--- config.mk ---
export PLATFORM = sky130hd
export DESIGN_NAME = nvme_pcie_req_sequencer
export DESIGN_NICKNAME = d
export VERILOG_FILES = /design/src/rtl/nvme_pcie_req_sequencer.sv
export SDC_FILE = /design/constraint.sdc
export NUM_CORES = 1
export LEC_CHECK = 0
export CORE_MARGIN = 3
export CORE_UTILIZATION = 24
export DETAILED_ROUTE_END_ITERATION = 6
export REMOVE_ABC_BUFFERS = 1
export SYNTH_ARGS = -nofsm -noshare
export SYNTH_HDL_FRONTEND = slang
export SYNTH_SLANG_ARGS = --single-unit
--- constraint.sdc ---
create_clock -name axi_aclk -period 5.9 [get_ports axi_aclk]
set_input_delay 1.18 -clock axi_aclk [delete_from_list [all_inputs] [get_ports axi_aclk]]
set_output_delay 1.18 -clock axi_aclk [all_outputs]
set_load 0.02 [all_outputs]
--- src/rtl/nvme_pcie_req_sequencer.sv ---
// nvme_pcie_req_sequencer
// Feeds the PCIe master pulse interface from two sources: a FIFO of NVMe
// doorbell writes and a single held host register request. One transaction
// is in flight at a time; register requests take priority over doorbells.
// A missing completion halts the block until reset.
module nvme_pcie_req_sequencer #(
   parameter int          FIFO_DEPTH     = 8,
   parameter logic [31:0] DB_BASE        = 32'h1000,
   parameter int          DSTRD          = 0,
   parameter int          TIMEOUT_CYCLES = 4096
) (
   input  logic                          axi_aclk,
   input  logic                          axi_areset,
   input  logic                          db_valid,
   output logic                          db_ready,
   input  logic [3:0]                    db_qid,
   input  logic                          db_is_cq,
   input  logic [15:0]                   db_value,
   output logic [$clog2(FIFO_DEPTH):0]   db_count,
   output logic                          db_error,
   input  logic                          reg_req,
   input  logic                          reg_wr,
   input  logic [31:0]                   reg_addr,
   input  logic [31:0]                   reg_wdata,
   output logic                          reg_busy,
   output logic                          reg_done,
   output logic [31:0]                   reg_rdata,
   output logic                          reg_error,
   output logic                          pcie_write,
   output logic [31:0]                   pcie_waddr,
   output logic [31:0]                   pcie_wdata,
   input  logic                          pcie_wdone,
   input  logic                          pcie_werror,
   output logic                          pcie_read,
   output logic [31:0]                   pcie_raddr,
   input  logic [31:0]                   pcie_rdata,
   input  logic                          pcie_rdone,
   input  logic                          pcie_rerror,
   output logic                          fatal
);

   localparam int AW = $clog2(FIFO_DEPTH);
   localparam int CW = AW + 1;
   localparam int TW = $clog2(TIMEOUT_CYCLES);

   typedef enum logic [1:0] {
      S_IDLE,
      S_ISSUE,
      S_WAIT,
      S_HALT
   } state_t;

   state_t state, state_n;

   // Doorbell FIFO: each entry keeps {qid, is_cq, value}; the address is
   // formed when the entry is popped.
   logic [20:0]   mem [FIFO_DEPTH];
   logic [AW-1:0] wr_ptr, rd_ptr;
   logic [20:0]   head;
   logic [31:0]   head_off;
   logic          push, pop;

   // Held register request.
   logic          reg_pend;
   logic          reg_wr_q;
   logic [31:0]   reg_addr_q;
   logic [31:0]   reg_wdata_q;
   logic          accept;

   // Transaction currently being issued / awaited.
   logic          cur_is_reg;
   logic          cur_wr;
   logic [31:0]   cur_addr;
   logic [31:0]   cur_data;
   logic [TW-1:0] tcount;

   logic          load_reg;
   logic          xact_done;

   assign head     = mem[rd_ptr];
   assign head_off = {27'd0, head[20:17], head[16]} << (2 + DSTRD);

   assign db_ready = !axi_areset && (db_count < CW'(FIFO_DEPTH)) && !fatal;
   assign push     = db_valid && db_ready;
   assign reg_busy = reg_pend || reg_done;
   assign accept   = reg_req && !reg_busy;

   assign pcie_waddr = cur_addr;
   assign pcie_wdata = cur_data;
   assign pcie_raddr = cur_addr;

   // State register.
   // NOTE: every clocked block uses non-blocking (<=) assignments so all
   // registers update together from pre-edge values, independent of block order.
   always_ff @(posedge axi_aclk or posedge axi_areset) begin
      if (axi_areset) state <= S_IDLE;
      else            state <= state_n;
   end

   // Next-state decode and the pulse outputs of the sequencer.
   // NOTE: every output of this block gets a default first so no path leaves
   // a value unassigned, which would infer a latch.
   always_comb begin
      state_n    = state;
      pop        = 1'b0;
      load_reg   = 1'b0;
      xact_done  = 1'b0;
      pcie_write = 1'b0;
      pcie_read  = 1'b0;
      fatal      = 1'b0;
      case (state)
         S_IDLE: begin
            if (reg_pend) begin
               load_reg = 1'b1;
               state_n  = S_ISSUE;
            end else if (db_count != '0) begin
               pop     = 1'b1;
               state_n = S_ISSUE;
            end
         end
         S_ISSUE: begin
            pcie_write = cur_wr;
            pcie_read  = !cur_wr;
            state_n    = S_WAIT;
         end
         S_WAIT: begin
            if (cur_wr ? pcie_wdone : pcie_rdone) begin
               xact_done = 1'b1;
               state_n   = S_IDLE;
            end else if (tcount == TW'(TIMEOUT_CYCLES - 2)) begin
               state_n = S_HALT;
            end
         end
         S_HALT: begin
            fatal = 1'b1;
         end
         default: state_n = S_IDLE;
      endcase
   end

   // Doorbell storage writes.
   // NOTE: the storage array is deliberately not reset; occupancy is tracked
   // by the reset pointers and count, so stale entries are never read.
   always_ff @(posedge axi_aclk) begin
      if (push) mem[wr_ptr] <= {db_qid, db_is_cq, db_value};
   end

   // FIFO pointers and occupancy; simultaneous push and pop keep the count.
   always_ff @(posedge axi_aclk or posedge axi_areset) begin
      if (axi_areset) begin
         wr_ptr   <= '0;
         rd_ptr   <= '0;
         db_count <= '0;
      end else begin
         if (push) wr_ptr <= wr_ptr + AW'(1);
         if (pop)  rd_ptr <= rd_ptr + AW'(1);
         case ({push, pop})
            2'b10:   db_count <= db_count + CW'(1);
            2'b01:   db_count <= db_count - CW'(1);
            default: db_count <= db_count;
         endcase
      end
   end

   // Capture the transaction being issued and run the response timer.
   always_ff @(posedge axi_aclk or posedge axi_areset) begin
      if (axi_areset) begin
         cur_is_reg <= 1'b0;
         cur_wr     <= 1'b0;
         cur_addr   <= '0;
         cur_data   <= '0;
         tcount     <= '0;
      end else begin
         if (load_reg) begin
            cur_is_reg <= 1'b1;
            cur_wr     <= reg_wr_q;
            cur_addr   <= reg_addr_q;
            cur_data   <= reg_wdata_q;
         end else if (pop) begin
            cur_is_reg <= 1'b0;
            cur_wr     <= 1'b1;
            cur_addr   <= DB_BASE + head_off;
            cur_data   <= {16'h0, head[15:0]};
         end
         if (state == S_ISSUE)     tcount <= '0;
         else if (state == S_WAIT) tcount <= tcount + TW'(1);
      end
   end

   // Register request holding and completion / error reporting.
   always_ff @(posedge axi_aclk or posedge axi_areset) begin
      if (axi_areset) begin
         reg_pend    <= 1'b0;
         reg_wr_q    <= 1'b0;
         reg_addr_q  <= '0;
         reg_wdata_q <= '0;
         reg_done    <= 1'b0;
         reg_rdata   <= '0;
         reg_error   <= 1'b0;
         db_error    <= 1'b0;
      end else begin
         reg_done <= 1'b0;
         db_error <= 1'b0;
         if (fatal) begin
            // Halted: any held or new register request is refused at once.
            if (reg_pend) begin
               reg_done  <= 1'b1;
               reg_error <= 1'b1;
               reg_pend  <= 1'b0;
            end else if (accept) begin
               reg_done  <= 1'b1;
               reg_error <= 1'b1;
            end
         end else begin
            if (accept) begin
               reg_pend    <= 1'b1;
               reg_wr_q    <= reg_wr;
               reg_addr_q  <= reg_addr;
               reg_wdata_q <= reg_wdata;
            end
            if (xact_done && cur_is_reg) begin
               reg_done  <= 1'b1;
               reg_pend  <= 1'b0;
               reg_error <= cur_wr ? pcie_werror : pcie_rerror;
               if (!cur_wr) reg_rdata <= pcie_rdata;
            end
            if (xact_done && !cur_is_reg) db_error <= pcie_werror;
         end
      end
   end

endmodule

==> key figures <==
Synthesis
  – Synth warn: 0
  – Syn_area_per_cell: 15.6 sq um
  – Post-synth design cell area: 14700 sq um
  – Share of the synthesized area in the top cell type: 0.344
  – Top cells by area, synth: edfxtp_1, dfrtp_1, mux2_2, mux4_1, mux4_2
  – Ys async rst share: 0.532
  – Post-synth top flop: dfrtp_1
  – Sequential share of the synthesized area: 0.669
  – Leading area contributor after synthesis: edfxtp_1
  – Synth Instances: 942
  – FF+latch count, synth: 359
  – Post-synth top cells: dfrtp_1, edfxtp_1, nand2_1
  – Count leader, synth: dfrtp_1
  – EDFF count, synth: around 170
  – Synth cell types: 49

Setup path
  – R2r endpoint: db_count[2]$_DFFE_PP0P_
  – Crit-path cells: clkdlybuf4s50_1 -> nor3_2 -> clkdlybuf4s50_1
  – Reg2Reg Depth: 10
  – Flop2flop setup slack: 2.43 ns
  – Crit-path max cell delay: approximately 0.67 ns
  – Worst setup path startpoint: axi_areset
  – Top Family by Delay on Critical Path: buffers and inverters
  – CP Data Arrival Time: 2.74 ns
  – Critical path class: input port to output port
  – Worst path buffer plus inverter count: 2
  – Crit start category: input port
  – Crit path max fanout: 4
  – CP Data Required Time: 4.72 ns
  – Nature of the critical path endpoint: output port
  – CP most frequent cell: clkdlybuf4s50_1
  – Worst-path cell with the longest stage delay: clkdlybuf4s50_1
  – Worst flop-to-flop path startpoint: db_count[1]$_DFFE_PP0P_

Detailed routing
  – Routed WL per cell: roughly 18 um
  – Via density: roughly 4.3
  – WL met1: 15.4 mm
  – Via count: 8570
  – Met2 WL: 17.4 mm
  – DRC errors left: 0
  – Initial DRC Count: 463
  – Met3 wire length: 2.13 mm
  – Top Layer Used: met5
  – Post-Route WL: between 30 and 40 mm
  – Drt pass-1 iters: 5
  – DRT antenna net count: 0

Placement
  – GPL Wtd Cong: 0.724
  – HPWL after DPL: 22.3 mm
  – IO Port Bufs: ~270
  – Placed cell area: 17800 sq um
  – Placed Instances: between 1500 and 2000

Die
  – Die Area: 64200 sq um
  – Die width: between 200 and 300 um
  – Placeable Area: 60500 sq um
  – Die height: 253 um
  – Starting Density: 0.243
  – I/O pins: 266
  – Rows: 90

Clock network
  – # clock sinks: 359
  – Clock Latency Late Sink: 0.57 ns
  – CTS Root Cell: clkbuf_16
  – Number of gates resized after CTS: 0
  – Total CTS buffers: 41
  – Bufs on Longest Clock Path: 3
  – Clock edge transition at the registers on the reported setup and hold paths: ~0.060 ns
  – Post-CTS Setup Inserts: 0
  – H-Tree Level Count: 2
  – CTS Hold Bufs: 0
  – CTS tree: yes

Global route
  – First-pass GRT wire length: about 54 mm
  – Largest net degree at the start of global routing: 129
  – Antenna violations before repair: 5
  – Vias in the first global route: 9030
  – Total grt overflow: 0
  – GRT Total Usage: 0.110

Worst hold path
  – Cell depth of the worst hold path: 2
  – Hold Path Sink: pcie_wdata[12]$_DFFE_PP0P_
  – Worst hold start: reg_wdata_q[12]$_DFFE_PP0P_
  – Worst Hold Class: register to register

STA
  – Worst rel slew slack: 0.268
  – Final Hold Fails: 0
  – Clock Skews: 0.0433 ns
  – Max Transition Viols Final: 0
  – Tmin final: 3.92 ns
  – Tcrit/Tclk final: 0.664
  – Worst Max-Slew Pin Slew: 1.10 ns
  – Peak Freq: between 200 and 300 MHz
  – Final setup fails: 0
  – RSZ-0062 raised after global routing: no

Power and ir drop
  – Power density over the cells: approximately 280 nW/um^2
  – Worst vdd ir: approximately 170 uV
  – Leakage: 7.29 nW

Run
  – Max_cap viols: 0

Finish
  – Top reg by flops: mem
  – Final net count: 1322
  – Final std cells w/o fill: 2000
  – Fin area: 19200 sq um
  – Area growth syn-to-layout: 30.9%
  – Max reg flops: 168
  – Layout cells sized above 1: 0.182

Status
  – Outcome: completed
## worst register-to-register path: cells and delay by family (launching register included)
kind / cells / cell delay, ns
compound gates: 1 / 0.15
xor+xnor: 3 / 0.48
fa+ha+maj: 2 / 0.57
buf+inv: 1 / 0.41
flops: 1 / 0.47
simple gates: 3 / 1.27
## power breakdown
part           internal, mW  leakage, nW  switching [mW]  total, mW
clock network          1.57        0.686            1.06       2.63
logic                0.0956         2.52          0.0651      0.161
registers              2.65         4.08          0.0135       2.66
## worst max path at each step
| stage | to | slack [ns] | depth (start not counted) |
|---|---|---|---|
| 3_3_place_gp | db_ready | 2.00 | 3 |
| 4_1_cts | db_ready | 1.98 | 3 |
| 6_report | db_ready | 1.98 | 3 |
| 2_1_floorplan | cur_is_reg$_DFFE_PP0P_ | -0.48 | 1 |
| 3_5_place_dp | db_ready | 1.98 | 3 |
| 5_1_grt | db_ready | 1.91 | 3 |
## logic make-up (layout without fill, tap and decap cells)
family | count (synthesis) | after routing | share of synthesized area
DFF | 359 | 359 | 0.669
and+or+nand+nor | 232 | 232 | 0.0740
muxes | 147 | 147 | 0.153
buffers and inverters | 94 | 368 | 0.0522
AOI/OAI and AO/OA | 85 | 85 | 0.0338
xor gates and xnor gates | 13 | 13 | 0.00776
adders and majority gates | 12 | 12 | 0.0102
other | 0 | 2 | 0
## cells in the final DEF, fill, tap and decap left out, types with 12 or more instances in the layout
cell,Yosys,layout
mux4_2,22,22
mux2_2,82,82
nand3_1,51,51
o21ai_0,25,25
dfrtp_1,191,189
clkbuf_16,0,41
o21ai_1,20,20
edfxtp_1,168,168
a22oi_1,21,21
mux4_1,20,20
nand2_1,125,124
ha_1,12,12
buf_4,38,13
clkdlybuf4s50_1,0,265
## through the flow
step	setup WS [ns]	util	hold slack, ns	total power [mW]	TNS [ns]
3_3_place_gp	2.00	0.294	0.455	2.87	0
2_1_floorplan	-0.479	-	0.446	2.75	-91.46
4_1_cts	1.98	0.318	0.453	5.55	0
6_report	1.98	0.318	0.456	5.45	0
5_1_grt	1.91	0.318	0.485	5.67	0
3_5_place_dp	1.98	0.294	0.462	2.87	0
## cell type report
type / count / area [sq um]
Tap cell: 782 / 978
Timing Repair Buffer: 280 / 2790
Sequential cell: 359 / 9830
Fill cell: 5910 / 41300
Clock inverter: 17 / 265
Multi-Input combinational cell: 489 / 4130
Antenna cell: 2 / 5.00
Inverter: 13 / 58.8
Clock buffer: 58 / 1160
## layer usage
layer,vias up,track usage
li1,3911,-
met1,4372,0.140
met2,230,0.184
met3,53,0.0306
met4,4,0.0282
met5,-,0
Power figures use the tool's default switching activity.
==> patch 1: new RTL, same flow settings <==
Change the parameter `FIFO_DEPTH` from 8 to 4.
--- a/src/rtl/nvme_pcie_req_sequencer.sv
+++ b/src/rtl/nvme_pcie_req_sequencer.sv
@@ -4,7 +4,7 @@
 // is in flight at a time; register requests take priority over doorbells.
 // A missing completion halts the block until reset.
 module nvme_pcie_req_sequencer #(
-   parameter int          FIFO_DEPTH     = 8,
+   parameter int          FIFO_DEPTH     = 4,
    parameter logic [31:0] DB_BASE        = 32'h1000,
    parameter int          DSTRD          = 0,
    parameter int          TIMEOUT_CYCLES = 4096
Ports: changed (resized db_count); port bits go from 266 to 265. No check against the original RTL was run, so the function may have changed too.
==> patch 1 against the original RTL <==
Register-to-register slack better by 0.85 ns. Design area down 21%. Via count down 21%. Sequential power down 26%. Combinational power down 6%. Worst setup slack worse by 0.30 ns. Power down 26%. Sequential cell count down 87. Synthesized area down 24%. Wire length down 22%. Critical endpoint unchanged. Highest routed layer unchanged.
==> patch 1: results (changes against the original RTL) <==
The arrival time of the worst setup path is 3.04 ns (was 2.74 ns). The fraction of synthesized cell area in xor and xnor cells came out at 1.103% (was 0.7758%). The total CTS buffers came to 31 (was 41). The initial antenna violation count came out at 3 (was 5). The setup skew after layout was 0.01543 ns (was 0.04333 ns). The switching power as a share of total power came to 20.67% (was 20.86%). The total number of H-tree levels came out at 1 (was 2). The final HPWL from detailed placement came to 18210 um (was 22330 um). The worst voltage drop across the vdd grid is 0.0001807 V (was 0.0001722 V). The mux cell area share after synthesis is 15.81% (was 15.26%).

The initial DRC count came to 454 (was 463). The overall global routing resource usage is 10.99% (was 10.96%). The remaining max-slew budget at the tightest pin is 25.04% (was 26.77%). The count of input and output buffers is 264 (was 265). The number of global-route vias before repair is 7244 (was 9030).

The proportion of layout cells with a drive suffix above 1 came to 19.06% (was 18.17%). The length of the first detailed-routing pass in iterations is 4 (was 5). The count of filler cells inserted in the layout was 4478 (was 5910). The distinct cell type count of the synthesized netlist is 44 (was 49). The beginning of the worst hold path is reg_wdata_q[26] (was reg_wdata_q[12]). Top area cells in the synthesized netlist: sky130_fd_sc_hd__dfrtp_1 (42%), sky130_fd_sc_hd__edfxtp_1 (23%), sky130_fd_sc_hd__mux2_2 (7.1%) (was sky130_fd_sc_hd__edfxtp_1 (34%), sky130_fd_sc_hd__dfrtp_1 (33%), sky130_fd_sc_hd__mux2_2 (6.3%)). Status: finished, final reports clean (unchanged). The first-pass GRT wire length is 43170 um (was 54060 um). The sum of routed wire length over all layers is 27810 um (was 35660 um). The number of flops mapped to enable cells by yosys came out at 84 (was 168).
-- patch 1: changes by cell type after synthesis, sizes merged, moves of 4 or more --
cell,delta
nand2,-29
and3,+5
a221o,+21
nand3,-45
a22oi,-21
and2,+23
o21ai,+4
a21oi,-4
buf,-7
mux4,-21
edfxtp,-84
-- patch 1: cell families (layout without fill, tap and decap cells) --
| group | after synthesis | in the layout |
|---|---|---|
| xor gates and xnor gates | 14 | 14 |
| and+or+nand+nor | 172 | 172 |
| AOI/OAI and AO/OA | 78 | 78 |
| other | 0 | 2 |
| muxes | 125 | 125 |
| DFF | 272 | 272 |
| buffers and inverters | 86 | 344 |
| adders and majority gates | 13 | 13 |
-- patch 1: through the flow --
stage	std cells	utilization [%]	power [mW]	TNS [ns]
5_1_grt	1619	33.24	4.185	0
4_1_cts	1618	33.23	4.100	0
3_3_place_gp	1562	31.02	2.170	0
6_report	1620	33.25	4.028	0
2_1_floorplan	688	-	2.063	-104.92
3_5_place_dp	1562	31.02	2.175	0
-- patch 1: cell type report --
type                    count  area [um^2]  share of cell area (%)
flip-flops and latches    272         7228                   47.70
multi-input cells         402         3367                   22.22
repair buffers            274         2730                   18.02
clock buffers              41        883.3                   5.830
well taps                 600        750.7                   4.955
clock inverters            15        127.6                  0.8423
inverters                  14        60.06                  0.3964
diodes                      2        5.005                 0.03303
-- patch 1: power groups by stage --
| stage | Sequential [mW] | Combinational (mW) | Clock (mW) |
|---|---|---|---|
| after global placement | 2.02 | 0.152 | 0 |
| final | 1.98 | 0.152 | 1.89 |
| after CTS | 1.98 | 0.156 | 1.96 |
| after global routing | 1.99 | 0.167 | 2.03 |
| after floorplan | 2.02 | 0.0456 | 0 |
| after detailed placement | 2.02 | 0.156 | 0 |
-- patch 1: metal layers --
layer | wire [um] | GRT usage (%) | vias up
li1 | - | - | 3133
met1 | 11390 | 13.33 | 3446
met2 | 14290 | 19.67 | 144
met3 | 1371 | 2.056 | 45
met4 | 736 | 3.614 | 2
met5 | 20 | 0 | -
-- patch 1: path summary, 6_finish.rpt --
| check | to | slack [ns] | cells past startpoint |
|---|---|---|---|
| max | db_ready | 1.68 | 3 |
| min | pcie_wdata[26] | 0.47 | 2 |
| max reg2reg | db_count[1] | 3.28 | 8 |
| min reg2reg | pcie_wdata[26] | 0.47 | 2 |
| max in group asynchronous | pcie_raddr[4] | 3.72 | 3 |
| min in group asynchronous | reg_rdata[7] | 1.16 | 2 |
-- patch 1: tightest hold or removal path, cell delays in order, from the launching register on --
cell	delay, ns
sky130_fd_sc_hd__dfrtp_1	0.34
sky130_fd_sc_hd__nand2_1	0.04
sky130_fd_sc_hd__o21ai_0	0.06
==> patch 2: new RTL, same flow settings <==
Without the edit above. Re-encode `state_t` (4 states) as one-hot, 4 bits wide.
--- a/src/rtl/nvme_pcie_req_sequencer.sv
+++ b/src/rtl/nvme_pcie_req_sequencer.sv
@@ -43,11 +43,11 @@
    localparam int CW = AW + 1;
    localparam int TW = $clog2(TIMEOUT_CYCLES);
 
-   typedef enum logic [1:0] {
-      S_IDLE,
-      S_ISSUE,
-      S_WAIT,
-      S_HALT
+   typedef enum logic [3:0] {
+      S_IDLE  = 4'b0001,
+      S_ISSUE = 4'b0010,
+      S_WAIT  = 4'b0100,
+      S_HALT  = 4'b1000
    } state_t;
 
    state_t state, state_n;
Behaviour: same outputs for any inputs over 4 cycles, from zero or initial values and one cycle with axi_areset high; so few cycles prove little.
==> patch 2 against the original RTL <==
Sequential cell count up 2. Largest cell class unchanged. Highest routed layer is now met4. Critical path type is now reg -> out. Design area down 2.2%. Synthesized area down 3.8%. Register-to-register slack better by 0.05 ns. Core utilization up 0.69 points. Worst setup slack better by 0.11 ns. Wire length down 4.5%.
Power is not compared: it rests on default switching activity, and its combinational part moved more than twofold at a synthesized area within 25%.
==> patch 2: results (changes against the original RTL) <==
The clock insertion delay at the later pin of the skew report came out at 0.55 ns (was 0.57 ns). The arrival time of the worst setup path is 2.63 ns (was 2.74 ns). The sum of routed wire length over all layers is 34060 um (was 35660 um). The initial antenna violation count is 3 (was 5).

The setup slack at placement came out at 2.136 ns (was 1.976 ns). The mux cell area share after synthesis came to 16.30% (was 15.26%). The cell count after synthesis is 814 (was 942). Status: finished, final reports clean (unchanged). The met2 wirelength from detailed routing is 16150 um (was 17410 um). The distinct cell type count of the synthesized netlist was 46 (was 49). The vias per cell is 4.272 (was 4.285). The number of global-route vias before repair came out at 8315 (was 9030). The overall global routing resource usage is 10.83% (was 10.96%). The delay contributed by the slowest stage of the critical path came out at 0.69 ns (was 0.67 ns). The setup skew after layout came out at 0.01652 ns (was 0.04333 ns). The complex-gate fraction of the synthesized area came out at 5.306% (was 3.384%). The total CTS buffers came out at 40 (was 41). Top area cells in the synthesized netlist: sky130_fd_sc_hd__edfxtp_1 (36%), sky130_fd_sc_hd__dfrtp_1 (34%), sky130_fd_sc_hd__mux2_2 (7.9%) (was sky130_fd_sc_hd__edfxtp_1 (34%), sky130_fd_sc_hd__dfrtp_1 (33%), sky130_fd_sc_hd__mux2_2 (6.3%)). The initial DRC count is 436 (was 463). The met1 global-route usage was 14.10% (was 13.97%). The portion of the post-synthesis area used by sequential elements came out at 69.91% (was 66.94%). The clock root buffer was sky130_fd_sc_hd__clkbuf_16 (unchanged).

The remaining max-slew budget at the tightest pin came to 21.71% (was 26.77%). The first-pass GRT wire length came out at 52160 um (was 54060 um). The number of buffers between clock root and the deepest sink is 3 (unchanged). Most common library cells after synthesis: sky130_fd_sc_hd__dfrtp_1 (192), sky130_fd_sc_hd__edfxtp_1 (168), sky130_fd_sc_hd__mux2_2 (99) (was sky130_fd_sc_hd__dfrtp_1 (191), sky130_fd_sc_hd__edfxtp_1 (168), sky130_fd_sc_hd__nand2_1 (125)). The standard cell area after detailed placement is 17440 um^2 (was 17790 um^2). The met1 wire length came to 15160 um (was 15440 um). The top flip-flop cell by instance count after synthesis is sky130_fd_sc_hd__dfrtp_1 (unchanged). The post-synthesis async set-or-reset flop share came out at 53.46% (was 53.20%). The length of the first detailed-routing pass in iterations came out at 4 (was 5). The largest fanout on the critical path came out at 6 (was 4). The routed length per instance came out at 18.30 um (was 17.83 um).

The maximum number of pins on one net before global-route repair was 109 (was 129). The post-placement cell count was 1786 (was 1923). The detailed route wirelength on metal3 came to 1984 um (was 2127 um). The highest routing layer actually used is met4 (was met5). The adder-cell area share of the yosys netlist came to 0.6200% (was 1.023%).

The final HPWL from detailed placement came out at 22900 um (was 22330 um). The met2 usage was 17.36% (was 18.42%). The cell type of the slowest stage on the worst timing path is sky130_fd_sc_hd__or4b_1 (was sky130_fd_sc_hd__clkdlybuf4s50_1). The final weighted congestion of routability-driven global placement is 0.7562 (was 0.7242). The fraction of synthesized cell area in xor and xnor cells came out at 1.116% (was 0.7758%).
patch 2: cell count changes after synthesis, moves of 7 or more:
| cell | before | now |
|---|---|---|
| sky130_fd_sc_hd__a22o_1 | 0 | 42 |
| sky130_fd_sc_hd__buf_2 | 3 | 19 |
| sky130_fd_sc_hd__buf_6 | 15 | 6 |
| sky130_fd_sc_hd__clkbuf_8 | 14 | 0 |
| sky130_fd_sc_hd__mux2_1 | 8 | 1 |
| sky130_fd_sc_hd__mux2_2 | 82 | 99 |
| sky130_fd_sc_hd__mux2_4 | 11 | 0 |
| sky130_fd_sc_hd__mux2i_1 | 4 | 23 |
| sky130_fd_sc_hd__mux4_1 | 20 | 0 |
| sky130_fd_sc_hd__mux4_2 | 22 | 42 |
| sky130_fd_sc_hd__nand2_1 | 125 | 14 |
| sky130_fd_sc_hd__nand3_1 | 51 | 6 |
| sky130_fd_sc_hd__o21ai_1 | 20 | 1 |
patch 2: worst paths after layout:
check / from / to / slack (ns) / cells after the start
setup / recovery: state[1] / fatal / 2.09 / 3
hold reg to reg: reg_rdata[24] / reg_rdata[24] / 0.49 / 1
setup reg to reg: db_count[1] / db_count[2] / 2.48 / 10
max in group asynchronous: axi_areset / pcie_wdata[11] / 3.63 / 3
min in group asynchronous: axi_areset / rd_ptr[2] / 1.25 / 2
hold / removal: reg_rdata[24] / reg_rdata[24] / 0.49 / 1
patch 2: cell type report:
cell class	instances	area, um^2
fillers	5599	39110
flip-flops and latches	361	9877
multi-input cells	371	3790
repair buffers	280	2778
clock buffers	54	1145
well taps	765	957.2
clock inverters	18	206.4
inverters	9	41.29
diodes	3	7.507
patch 2: where the power goes:
group | switching (mW) | total [mW] | internal, mW
registers | 0.411 | 3.68 | 3.27
clock network | 1.01 | 2.55 | 1.54
logic | 1.49 | 2.98 | 1.49
